## src/rtl/mem_stage_if.sv

```systemverilog
// Data-memory port between the MEM stage and the data cache/memory.
// Request strobes are held until the one-cycle resp pulse.
interface mem_stage_if;
    logic [31:0] data_mem_address;
    logic        data_mem_read;
    logic        data_mem_write;
    logic [3:0]  data_mem_mbe;
    logic [31:0] data_mem_wdata;
    logic [31:0] data_mem_rdata;
    logic        data_mem_resp;

    modport master (
        output data_mem_address, data_mem_read, data_mem_write,
               data_mem_mbe, data_mem_wdata,
        input  data_mem_rdata, data_mem_resp
    );

    modport slave (
        input  data_mem_address, data_mem_read, data_mem_write,
               data_mem_mbe, data_mem_wdata,
        output data_mem_rdata, data_mem_resp
    );
endinterface

```

## src/rtl/mem_stage.sv

```systemverilog
// RV32I memory-access stage: issues loads/stores on the data-memory port,
// stalls the pipeline while an access is outstanding, and owns the MEM/WB
// register. A response that arrives while the pipeline is frozen is parked
// in a hold buffer so the access is never re-issued.
module mem_stage (
    input  logic              clk,
    input  logic              rst,
    input  logic              in_valid,
    input  logic              in_mem_read,
    input  logic              in_mem_write,
    input  logic [2:0]        in_funct3,
    input  logic [31:0]       in_alu_out,
    input  logic [31:0]       in_rs2_out,
    input  logic              in_br_en,
    input  logic [31:0]       in_u_imm,
    input  logic [31:0]       in_pc,
    input  logic [3:0]        in_regfilemux_sel,
    input  logic              in_load_regfile,
    input  logic [4:0]        in_rd,
    input  logic              stall_in,
    mem_stage_if.master       dmem,
    output logic              stall_mem,
    output logic              wb_valid,
    output logic [31:0]       wb_data_value,
    output logic [2:0]        wb_funct3,
    output logic              wb_br_en,
    output logic [31:0]       wb_alu_out,
    output logic [31:0]       wb_u_imm,
    output logic [31:0]       wb_pc,
    output logic [1:0]        wb_addr_lo2,
    output logic [3:0]        wb_regfilemux_sel,
    output logic              wb_load_regfile,
    output logic [4:0]        wb_rd
);

    localparam logic [1:0] IDLE = 2'd0;
    localparam logic [1:0] BUSY = 2'd1;
    localparam logic [1:0] HOLD = 2'd2;

    logic [1:0]  state;
    logic [1:0]  state_next;
    logic [31:0] hold_buf;
    logic        mem_op;
    logic        active;
    logic        resp_ok;
    logic        advance;

    // Byte enables for a store; a[0] is ignored for halfwords (no misalign trap).
    function automatic logic [3:0] store_mbe(input logic [2:0] funct3, input logic [1:0] a);
        case (funct3)
            3'b000:  store_mbe = 4'b0001 << a;
            3'b001:  store_mbe = 4'b0011 << {a[1], 1'b0};
            default: store_mbe = 4'b1111;
        endcase
    endfunction

    // Store data shifted onto the byte lanes selected by the address.
    function automatic logic [31:0] store_wdata(input logic [2:0] funct3, input logic [1:0] a,
                                                input logic [31:0] rs2);
        case (funct3)
            3'b000:  store_wdata = rs2 << {a, 3'b000};
            3'b001:  store_wdata = rs2 << {a[1], 4'b0000};
            default: store_wdata = rs2;
        endcase
    endfunction

    assign mem_op  = in_valid & (in_mem_read | in_mem_write);
    assign active  = (state != HOLD);
    // A stray response with no memory op in flight (e.g. after reset) is ignored.
    assign resp_ok = dmem.data_mem_resp & mem_op & active;

    assign stall_mem = mem_op & ~dmem.data_mem_resp & active;
    assign advance   = ~stall_in & ~stall_mem;

    assign dmem.data_mem_address = {in_alu_out[31:2], 2'b00};
    assign dmem.data_mem_read    = in_valid & in_mem_read  & active & ~rst;
    assign dmem.data_mem_write   = in_valid & in_mem_write & active & ~rst;
    assign dmem.data_mem_mbe     = dmem.data_mem_write ? store_mbe(in_funct3, in_alu_out[1:0]) : 4'b0000;
    assign dmem.data_mem_wdata   = store_wdata(in_funct3, in_alu_out[1:0], in_rs2_out);

    // Next-state: wait for resp, park it in HOLD if the pipeline is frozen.
    always_comb begin
        state_next = state;
        case (state)
            IDLE, BUSY: begin
                if (resp_ok)
                    state_next = stall_in ? HOLD : IDLE;
                else if (mem_op)
                    state_next = BUSY;
            end
            HOLD: begin
                if (!stall_in)
                    state_next = IDLE;
            end
            default: state_next = IDLE;
        endcase
    end

    // Access-tracking state and the hold buffer for responses captured under stall.
    always_ff @(posedge clk or posedge rst) begin
        if (rst) begin
            state    <= IDLE;
            hold_buf <= 32'd0;
        end else begin
            state <= state_next;
            if (resp_ok && stall_in)
                hold_buf <= dmem.data_mem_rdata;
        end
    end

    // MEM/WB register: load on advance, insert a bubble on a memory stall, hold on stall_in.
    always_ff @(posedge clk or posedge rst) begin
        if (rst) begin
            wb_valid          <= 1'b0;
            wb_data_value     <= 32'd0;
            wb_funct3         <= 3'd0;
            wb_br_en          <= 1'b0;
            wb_alu_out        <= 32'd0;
            wb_u_imm          <= 32'd0;
            wb_pc             <= 32'd0;
            wb_addr_lo2       <= 2'd0;
            wb_regfilemux_sel <= 4'd0;
            wb_load_regfile   <= 1'b0;
            wb_rd             <= 5'd0;
        end else if (advance) begin
            wb_valid          <= in_valid;
            wb_data_value     <= resp_ok ? dmem.data_mem_rdata :
                                 (state == HOLD) ? hold_buf : 32'd0;
            wb_funct3         <= in_funct3;
            wb_br_en          <= in_br_en;
            wb_alu_out        <= in_alu_out;
            wb_u_imm          <= in_u_imm;
            wb_pc             <= in_pc;
            wb_addr_lo2       <= in_alu_out[1:0];
            wb_regfilemux_sel <= in_regfilemux_sel;
            wb_load_regfile   <= in_load_regfile;
            wb_rd             <= in_rd;
        end else if (!stall_in) begin
            wb_valid        <= 1'b0;
            wb_load_regfile <= 1'b0;
        end
    end

endmodule
```

## src/flat_wrapper.sv

```systemverilog
// flat-port wrapper written by rule: the top's interface ports become plain ports
module mem_stage_flat 
  (clk, rst, in_valid, in_mem_read, in_mem_write, in_funct3, in_alu_out, in_rs2_out, in_br_en, in_u_imm, in_pc, in_regfilemux_sel, in_load_regfile, in_rd, stall_in, stall_mem, wb_valid, wb_data_value, wb_funct3, wb_br_en, wb_alu_out, wb_u_imm, wb_pc, wb_addr_lo2, wb_regfilemux_sel, wb_load_regfile, wb_rd, dmem_data_mem_address, dmem_data_mem_read, dmem_data_mem_write, dmem_data_mem_mbe, dmem_data_mem_wdata, dmem_data_mem_rdata, dmem_data_mem_resp);
  mem_stage_if dmem_i ();
  input  logic clk;
  input  logic rst;
  input  logic in_valid;
  input  logic in_mem_read;
  input  logic in_mem_write;
  input  logic [2:0] in_funct3;
  input  logic [31:0] in_alu_out;
  input  logic [31:0] in_rs2_out;
  input  logic in_br_en;
  input  logic [31:0] in_u_imm;
  input  logic [31:0] in_pc;
  input  logic [3:0] in_regfilemux_sel;
  input  logic in_load_regfile;
  input  logic [4:0] in_rd;
  input  logic stall_in;
  output logic stall_mem;
  output logic wb_valid;
  output logic [31:0] wb_data_value;
  output logic [2:0] wb_funct3;
  output logic wb_br_en;
  output logic [31:0] wb_alu_out;
  output logic [31:0] wb_u_imm;
  output logic [31:0] wb_pc;
  output logic [1:0] wb_addr_lo2;
  output logic [3:0] wb_regfilemux_sel;
  output logic wb_load_regfile;
  output logic [4:0] wb_rd;
  output wire logic [$bits(dmem_i.data_mem_address)-1:0] dmem_data_mem_address;
  output wire logic [$bits(dmem_i.data_mem_read)-1:0] dmem_data_mem_read;
  output wire logic [$bits(dmem_i.data_mem_write)-1:0] dmem_data_mem_write;
  output wire logic [$bits(dmem_i.data_mem_mbe)-1:0] dmem_data_mem_mbe;
  output wire logic [$bits(dmem_i.data_mem_wdata)-1:0] dmem_data_mem_wdata;
  input wire logic [$bits(dmem_i.data_mem_rdata)-1:0] dmem_data_mem_rdata;
  input wire logic [$bits(dmem_i.data_mem_resp)-1:0] dmem_data_mem_resp;
  assign dmem_data_mem_address = dmem_i.data_mem_address;
  assign dmem_data_mem_read = dmem_i.data_mem_read;
  assign dmem_data_mem_write = dmem_i.data_mem_write;
  assign dmem_data_mem_mbe = dmem_i.data_mem_mbe;
  assign dmem_data_mem_wdata = dmem_i.data_mem_wdata;
  assign dmem_i.data_mem_rdata = dmem_data_mem_rdata;
  assign dmem_i.data_mem_resp = dmem_data_mem_resp;
  mem_stage u_core (.clk(clk), .rst(rst), .in_valid(in_valid), .in_mem_read(in_mem_read), .in_mem_write(in_mem_write), .in_funct3(in_funct3), .in_alu_out(in_alu_out), .in_rs2_out(in_rs2_out), .in_br_en(in_br_en), .in_u_imm(in_u_imm), .in_pc(in_pc), .in_regfilemux_sel(in_regfilemux_sel), .in_load_regfile(in_load_regfile), .in_rd(in_rd), .stall_in(stall_in), .dmem(dmem_i), .stall_mem(stall_mem), .wb_valid(wb_valid), .wb_data_value(wb_data_value), .wb_funct3(wb_funct3), .wb_br_en(wb_br_en), .wb_alu_out(wb_alu_out), .wb_u_imm(wb_u_imm), .wb_pc(wb_pc), .wb_addr_lo2(wb_addr_lo2), .wb_regfilemux_sel(wb_regfilemux_sel), .wb_load_regfile(wb_load_regfile), .wb_rd(wb_rd));
endmodule
```

## config.mk

```make
export PLATFORM = sky130hd
export DESIGN_NAME = mem_stage_flat
export DESIGN_NICKNAME = d
export VERILOG_FILES = /design/src/rtl/mem_stage_if.sv /design/src/rtl/mem_stage.sv /design/src/flat_wrapper.sv
export SDC_FILE = /design/constraint.sdc
export NUM_CORES = 1
export LEC_CHECK = 0
export CAP_MARGIN = 20
export CORE_MARGIN = 4
export CORE_UTILIZATION = 38
export DETAILED_ROUTE_END_ITERATION = 16
export PLACE_DENSITY = 0.87
export SYNTH_ARGS = -nofsm -noshare
export SYNTH_HDL_FRONTEND = slang
export SYNTH_SLANG_ARGS = --single-unit
export TNS_END_PERCENT = 30
```

## constraint.sdc

```tcl
create_clock -name clk -period 5.1 [get_ports clk]
set_input_delay 0.51 -clock clk [delete_from_list [all_inputs] [get_ports clk]]
set_output_delay 0.51 -clock clk [all_outputs]
set_load 0.02 [all_outputs]
```

==> flow_summary_export.csv <==
group,metric,value,unit
critical_path,critPathMaxFanout,23,
finish,drive_above_1_share,13.0,%
synth,synthTopCellsByCount,"dfrtp_1 (177), mux2_1 (58), mux2_2 (53)",
floorplan,core_area,0.0219,mm2
finish,fin_cells,1307,
synth,yosysMostFrequentCell,"dfrtp_1",
timing,worstMarginPinSlew,0.971,ns
drt,ant_nets,0,
critical_path,crit_required,4.59,ns
clocking,htreeDepth,4,
placed_design,dp_slack,1.35,ns
drt,drt-total-wl,26600,um
floorplan,initial_utilization,38.7,%
finish,area_growth,53.0,%
global_routing,grt_max_degree,153,
hold_path,hold_class,"flip-flop to flip-flop",
power_and_ir_drop,irDropWorstVdd,0.000215,V
synth,yosys_register_bits,177,
synth,synth.area.top_cells,"dfrtp_1 (52%), mux2_1 (7.7%), mux2_2 (7.0%)",
critical_path,crit_type,"input port to output port",
timing,period_needed,3.85,ns
timing,rsz0062_at_grt,"false",
timing,post-route-period-util,75.6,%
synth,ys_warn_count,0,
timing,setup_slack,1.25,ns
clocking,numClockSinks,177,
synth,syn_avg_cell_area,12.6,um2
drt,drcViolationCount,0,
clocking,clock_path_buffers,2,
synth,synthSimpleGateAreaFrac,8.06,%
finish,design_area,0.0130,mm2
synth,syn-cell-area,0.00847,mm2
global_routing,antenna_found_initial,2,
critical_path,cp-start-kind,"input port",
critical_path,reg2reg_slack,2.10,ns
clocking,clock_latency,0.43,ns
finish,antennaDiodeCount,0,
timing,fin_worst_skew,0.00977,ns
synth,ys.flop_type,"dfrtp_1",
critical_path,crit_family,"buffers and inverters",
synth,synth.distinct_cells,41,
critical_path,worstPathArrival,3.34,ns
outcome,status,"completed",
finish,final_core_util,59.2,%
critical_path,crit_slowest_cell,"nor2b_1",
critical_path,worst-path-buf-inv,3,
synth,synth-xor-area-share,0,%
critical_path,end_kind,"output port",
power_and_ir_drop,power_density,331,mW/mm2
global_routing,first_global_vias,6773,
clocking,clk_pin_slew,0.07,ns
clocking,ctsHoldBuffers,0,
floorplan,ios,397,
drt,via_per_inst,5.12,
drt,dr.pass1.iters,5,
global_routing,grt_use_total,20.6,%
timing,fmaxAchievable,259,MHz
global_routing,grt_pass1_wl,39800,um
floorplan,dieArea,0.0248,mm2
synth,synth_top_area_cell,"dfrtp_1",
critical_path,cp_slowest_stage_delay,0.71,ns
clocking,cts_root_buf,"clkbuf_16",
job,maxCapViolCount,0,
drt,drtIter0Drc,271,
timing,setup_tns,0,ns
synth,synth-compound-area-share,7.94,%
placed_design,placed_area,0.0123,mm2
placed_design,hpwl,19900,um
clocking,cts-resized-gates,0,
floorplan,dieHeight,157,um
global_routing,overflow,0,
drt,routedWlPerCell,20.3,um
synth,synthMuxAreaShare,23.8,%
timing,setup_viol,0,
clocking,cts_tree,"yes",
synth,syn_inst,670,
synth,synth_fa_ha_area_share,0,%
placed_design,place_inst,1275,
floorplan,dieWidth,157,um
critical_path,cp_cell_sequence,"clkdlybuf4s50_1 -> buf_4 -> nor2b_1 -> o21ai_0 -> and2_1 -> clkdlybuf4s50_1",
critical_path,crit_path_frequent_cell,"clkdlybuf4s50_1",
power_and_ir_drop,p_leak,5.55,nW
placed_design,gp_congestion,0.879,
synth,synthArstFlopShare,100,%
timing,hold_viol_final,0,
finish,fillers,1759,
drt,vias,6695,
synth,synth_top_family_by_area,"multiplexers",
timing,finalMaxSlewViolations,0,
clocking,post_cts_buffers,0,
synth,synth_edf_count,0,
synth,synth_seq_area_share,52.3,%
finish,fin_nets,1195,
synth,yosys.area.top_type_share,52.3,%
placed_design,io_buffers,394,
floorplan,num_rows,54,
timing,slew_headroom,34.6,%
clocking,cts_made_buffers,17,
==> through the flow <==
step,hold slack (ns),power (mW)
final,0.485,4.29
after global routing,0.498,4.50
after CTS,0.492,4.35
after detailed placement,0.474,2.99
after global placement,0.467,2.96
after floorplan,0.472,2.36
==> sequential cells by signal, indices dropped and copies added (netlist names) <==
signal                    flops
u_core.hold_buf              32
u_core.state                  2
u_core.wb_addr_lo2            1
u_core.wb_alu_out            31
u_core.wb_br_en               1
u_core.wb_data_value         32
u_core.wb_funct3              3
u_core.wb_load_regfile        1
u_core.wb_pc                 32
u_core.wb_rd                  5
u_core.wb_regfilemux_sel      4
u_core.wb_u_imm              32
u_core.wb_valid               1
==> power breakdown <==
group	internal (mW)	switching (mW)
Clock	0.684	0.654
Sequential	1.61	0.110
Combinational	0.663	0.572
Total	2.96	1.34
==> layer usage <==
layer / share of wire [%] / up-vias / track usage (%)
met5: 0.12 / - / 0
met4: 2.4 / 4 / 7.70
met3: 6.8 / 46 / 4.65
met2: 51 / 272 / 35.7
met1: 39 / 3322 / 25.3
li1: - / 3051 / -
==> logic make-up after synthesis <==
kind of cell | after synthesis
simple gates | 100
compound gates | 103
other cells | 1
flops | 177
mux | 173
buf+inv | 116
==> cell type report <==
class	count	area, um2	area share, %
Clock buffer	18	439	3.39
Clock inverter	14	183	1.41
Inverter	36	139	1.07
Multi-Input combinational cell	378	3400	26.2
Sequential cell	177	4430	34.2
Tap cell	280	350	2.70
Timing Repair Buffer	404	4030	31.1
==> worst paths after layout <==
check / to / depth (start not counted) / startpoint
max in group asynchronous: u_core.wb_load_regfile$_DFFE_PP0P_ / 3 / rst
min in group asynchronous: u_core.hold_buf[28]$_DFFE_PP0P_ / 2 / rst
setup reg to reg: u_core.wb_u_imm[28]$_DFFE_PP0P_ / 5 / u_core.state[1]$_DFFE_PP0P_
hold / removal: u_core.wb_alu_out[13]$_DFFE_PP0P_ / 1 / u_core.wb_alu_out[13]$_DFFE_PP0P_
hold reg to reg: u_core.wb_alu_out[13]$_DFFE_PP0P_ / 1 / u_core.wb_alu_out[13]$_DFFE_PP0P_
setup / recovery: dmem_data_mem_wdata[1] / 6 / in_alu_out[0]
==> cell usage in the layout, fill, tap and decap left out, types with 9 or more instances in the layout <==
cell / n
clkdlybuf4s50_1: 394
dfrtp_1: 177
mux2_1: 58
mux2_2: 53
and3b_1: 40
inv_1: 34
a31oi_1: 32
mux2i_1: 32
mux2_4: 30
a21oi_1: 20
nand2_1: 17
clkbuf_16: 17
a211oi_1: 16
o21ai_0: 12
nor2_1: 10
buf_4: 9
(Power assumes the default switching activity.)
